$ cat config.mk
export PLATFORM = sky130hd
export DESIGN_NAME = serial_frame_rx
export DESIGN_NICKNAME = d
export VERILOG_FILES = /design/src/rtl/serial_frame_rx.sv
export SDC_FILE = /design/constraint.sdc
export NUM_CORES = 1
export LEC_CHECK = 0
export BUFFER_PORTS_ARGS = -buffer_cell sky130_fd_sc_hd__buf_2
export CELL_PAD_IN_SITES_DETAIL_PLACEMENT = 1
export CELL_PAD_IN_SITES_GLOBAL_PLACEMENT = 2
export CORE_UTILIZATION = 38
export CTS_BUF_LIST = sky130_fd_sc_hd__clkbuf_8
export DETAILED_ROUTE_END_ITERATION = 12
export PLACE_DENSITY = 0.87
export SLEW_MARGIN = 10
export SYNTH_ARGS = -nofsm -noshare
export SYNTH_HDL_FRONTEND = slang
export SYNTH_SLANG_ARGS = --single-unit
$ cat constraint.sdc
create_clock -name C -period 2.6 [get_ports C]
set_clock_uncertainty 0.1 [all_clocks]
set_input_delay 0.13 -clock C [delete_from_list [all_inputs] [get_ports C]]
set_output_delay 0.13 -clock C [all_outputs]
set_load 0.005 [all_outputs]
$ cat src/rtl/serial_frame_rx.sv
// rtl/serial_frame_rx.sv - hunts for a sync pattern on a serial stream and assembles the next W bits into a word.
// Optional even-parity bit after the data word is enabled by defining FRAME_PARITY_EN.
module serial_frame_rx #(
    parameter int                 W      = 8,
    parameter int                 SYNC_W = 4,
    parameter logic [SYNC_W-1:0]  SYNC   = 4'b1011
) (
    input  logic         C,
    input  logic         R,
    input  logic         D,
    input  logic         EN,
    output logic [W-1:0] Q,
    output logic         V,
    output logic         LOCK,
    output logic         ERR
);
    localparam int CW = $clog2(W + 1);

`ifdef FRAME_PARITY_EN
    typedef enum logic [1:0] {HUNT, DATA, PAR} state_t;
`else
    typedef enum logic [1:0] {HUNT, DATA} state_t;
`endif

    state_t              state, state_n;
    logic [SYNC_W-1:0]   win, win_n, win_shift;
    logic [W-1:0]        sh, sh_n, sh_shift;
    logic [CW-1:0]       cnt, cnt_n;
    logic [W-1:0]        q_n;
    logic                v_n;
`ifdef FRAME_PARITY_EN
    logic                err_q, err_n;
`endif

    assign win_shift = {win[SYNC_W-2:0], D};

    generate
        if (W == 1) begin : g_sh1
            assign sh_shift = D;
        end else begin : g_shn
            assign sh_shift = {sh[W-2:0], D};
        end
    endgenerate

    always_ff @(posedge C) begin
        if (R) begin
            state <= HUNT;
            win   <= '0;
            sh    <= '0;
            cnt   <= '0;
            Q     <= '0;
            V     <= 1'b0;
`ifdef FRAME_PARITY_EN
            err_q <= 1'b0;
`endif
        end else begin
            state <= state_n;
            win   <= win_n;
            sh    <= sh_n;
            cnt   <= cnt_n;
            Q     <= q_n;
            V     <= v_n;
`ifdef FRAME_PARITY_EN
            err_q <= err_n;
`endif
        end
    end

    // Nothing advances without EN; V and ERR fall back to 0 so they stay single-cycle pulses.
    always_comb begin
        state_n = state;
        win_n   = win;
        sh_n    = sh;
        cnt_n   = cnt;
        q_n     = Q;
        v_n     = 1'b0;
`ifdef FRAME_PARITY_EN
        err_n   = 1'b0;
`endif
        if (EN) begin
            case (state)
                HUNT: begin
                    win_n = win_shift;
                    if (win_shift == SYNC) begin
                        state_n = DATA;
                        cnt_n   = '0;
                    end
                end
                DATA: begin
                    sh_n  = sh_shift;
                    cnt_n = cnt + CW'(1);
                    if (cnt == CW'(W - 1)) begin
`ifdef FRAME_PARITY_EN
                        state_n = PAR;
`else
                        q_n     = sh_shift;
                        v_n     = 1'b1;
                        state_n = HUNT;
                        win_n   = '0;
`endif
                    end
                end
`ifdef FRAME_PARITY_EN
                PAR: begin
                    if (^{sh, D}) begin
                        err_n = 1'b1;
                    end else begin
                        q_n = sh;
                        v_n = 1'b1;
                    end
                    state_n = HUNT;
                    win_n   = '0;
                end
`endif
                default: begin
                    state_n = HUNT;
                    win_n   = '0;
                end
            endcase
        end
    end

    assign LOCK = (state != HUNT);

`ifdef FRAME_PARITY_EN
    assign ERR = err_q;
`else
    assign ERR = 1'b0;
`endif

endmodule

==> run_results.csv <==
group,metric,value,unit
outcome,status,"finished clean",
synthesis,synth_edf_count,0,
sta,period_share,0.616,
worst_setup_path,cp.arrival,1.67,ns
global_routing,antenna_found_initial,0,
route,wl_per_cell,14.4,um
route,drt_drc_violations_left,0,
route,vias_per_cell,5.44,
worst_setup_path,critPathKind,"reg2reg",
synthesis,yosysWarnings,0,
synthesis,synth_mux_area_frac,0,
die,placeableCoreArea,2250,um^2
clocking,clockBufferDepth,2,
placement,post_dp_cell_area,986,um^2
placement,io_buffers,13,
sta,drv_slew,0,
flow_run,cap_viol_max_count,0,
finish,drive_above_1_share,0.210,
clocking,cts.clk_slew.worst_paths,0.08,ns
die,ios,15,
die,initial_core_util,0.407,
synthesis,synth_area_leaders,"dfxtp_1 (52%), a22o_1 (10%), nand2_1 (6.5%)",
placement,dpl.cell_count,129,
global_routing,grt_pass1_wl,3190,um
hold_path,holdPathStages,3,
synthesis,avgSynthCellArea,9.77,um^2
worst_setup_path,rr_worst_depth,3,
synthesis,yosysTopAreaCellShare,0.523,
sta,fmax,0.625,GHz
die,die-area,2620,um^2
placement,post-dp-hpwl,1300,um
route,first_pass_iters,4,
synthesis,async_reset_ff_frac,0,
clocking,ctsResizeCount,0,
synthesis,synth_top_area_cell,"dfxtp_1",
synthesis,synth_nets,99,
synthesis,ys_seq_area_frac,0.523,
finish,fin_cells,133,
sta,setup-violations-final,0,
clocking,postCtsSetupBuffers,0,
route,drt_iter0_drc,12,
clocking,cts_tree,"built",
finish,final_area,1040,um^2
synthesis,synth_most_common_cell,"dfxtp_1",
global_routing,grtUsageTotal,0.166,
synthesis,synth_top_cells_by_count,"dfxtp_1 (24), nand2_1 (16), a22o_1 (11)",
synthesis,yosys.area_share.adder,0.0136,
clocking,cts_buffers,3,
power,p_leak,0.000414,uW
finish,fin_nets,111,
synthesis,synth-seq-cells,24,
finish,multiInputGateArea,402,um^2
route,routed_wl,1910,um
clocking,hold_buffers,0,
die,die_h,51.2,um
sta,hold_viol_final,0,
clocking,clkSinkCount,24,
synthesis,synth.cell_area,918,um^2
global_routing,grt_max_degree,17,
finish,n_antenna_cell,0,
power,total_power,644,uW
synthesis,syn_inst,94,
worst_setup_path,worstSetupEndpointType,"flop",
global_routing,grt_pass1_vias,691,
worst_setup_path,cp.required,2.67,ns
synthesis,yosys.area_share.xor_xnor,0,
die,die_x,51.2,um
finish,regArea,480,um^2
sta,rsz0062_at_grt,"false",
global_routing,grt_remaining_overflow,0,
synthesis,synth_top_family_by_area,"compound AO/OA/AOI/OAI gates",
sta,tns,0,ns
power,peakVddDrop,278,uV
sta,min_period,1.60,ns
synthesis,ys.flop_type,"dfxtp_1",
clocking,clock_latency,0.27,ns
placement,gp_congestion,0.793,
synthesis,synth-compound-area-share,0.221,
power,power.density,619,nW/um^2
die,rows,17,
synthesis,yosys.area_share.simple,0.199,
route,final_antenna_net_count,0,
finish,synthToLayoutAreaGrowth,13.4,%
hold_path,hp-class,"in2reg",
clocking,cts_max_level,1,
sta,whs,0.0369,ns
finish,nFillCells,274,
route,vias,723,
worst_setup_path,startpoint_type,"flop",
clocking,ctsRootBufferMaster,"clkbuf_8",
synthesis,synth.distinct_cells,29,
worst_setup_path,crit_fanout,11,
logic make-up (layout without fill, tap and decap cells):
family | after synthesis | count (layout)
simple gates | 33 | 33
other cells | 1 | 1
compound gates | 28 | 28
flops | 24 | 24
fa+ha+maj | 1 | 1
buf+inv | 7 | 18
routing by layer:
layer | GRT usage | vias up | part of all wire
li1 | - | 356 | -
met1 | 0.224 | 349 | 0.52
met2 | 0.246 | 15 | 0.43
met3 | 0.0268 | 3 | 0.031
met4 | 0.0972 | 0 | 0.015
met5 | 0 | - | 0
path summary, 6_finish.rpt:
check | start | slack [ns] | end
max | state[0] | 1.0 | Q[0]
min | D | 0.04 | sh[0]
max reg2reg | state[0] | 1.0 | Q[0]
min reg2reg | sh[6] | 0.37 | sh[6]
metrics by stage:
| stage | worst slack, ns | utilization |
|---|---|---|
| detailed placement | 1.01 | 0.437 |
| finish | 0.999 | 0.462 |
| global route | 0.881 | 0.462 |
| global placement | 1.08 | 0.437 |
| CTS | 0.988 | 0.462 |
| floorplan | 1.24 | - |
power by group:
group / internal, uW / leakage (uW) / total, uW / switching (uW)
Clock: 135 / 0.0000288 / 257 / 121
Sequential: 369 / 0.000193 / 370 / 1.50
Combinational: 5.02 / 0.000191 / 17.2 / 12.2
critical path: stages (launching register included):
cell and delay, ns:
dfxtp_1 0.52, and2_1 0.43, a21oi_2 0.21, a22o_1 0.23
layout by cell type, fill, tap and decap left out:
master and instances:
a31oi_1 2, a22o_1 11, nor3b_4 1, and3b_2 2, dfxtp_1 24, ha_1 1, nand2_1 16, a311oi_1 2
nand2b_1 3, o21a_1 1, nor3_1 1, clkbuf_8 4, o21ai_0 1, nand3_1 2, nor2_1 2, buf_2 13
nor2b_1 1, inv_1 1, o22ai_1 1, nand4b_1 1, conb_1 1, a21oi_2 1, nand2_2 1, o31a_1 1
a21oi_1 8, nand3b_1 2, and2_1 1
cell type report:
class / count / area share
sequential: 24 / 0.462
multi-input combinational: 63 / 0.386
timing repair buffer: 13 / 0.0625
clock buffer: 4 / 0.0529
tap: 28 / 0.0337
inverter: 1 / 0.00361
state kept, by name (all words and copies together), names as in the netlist:
register	cells
win	3
sh	7
cnt	4
Q	8
state	1
V	1
(Power assumes the default switching activity.)
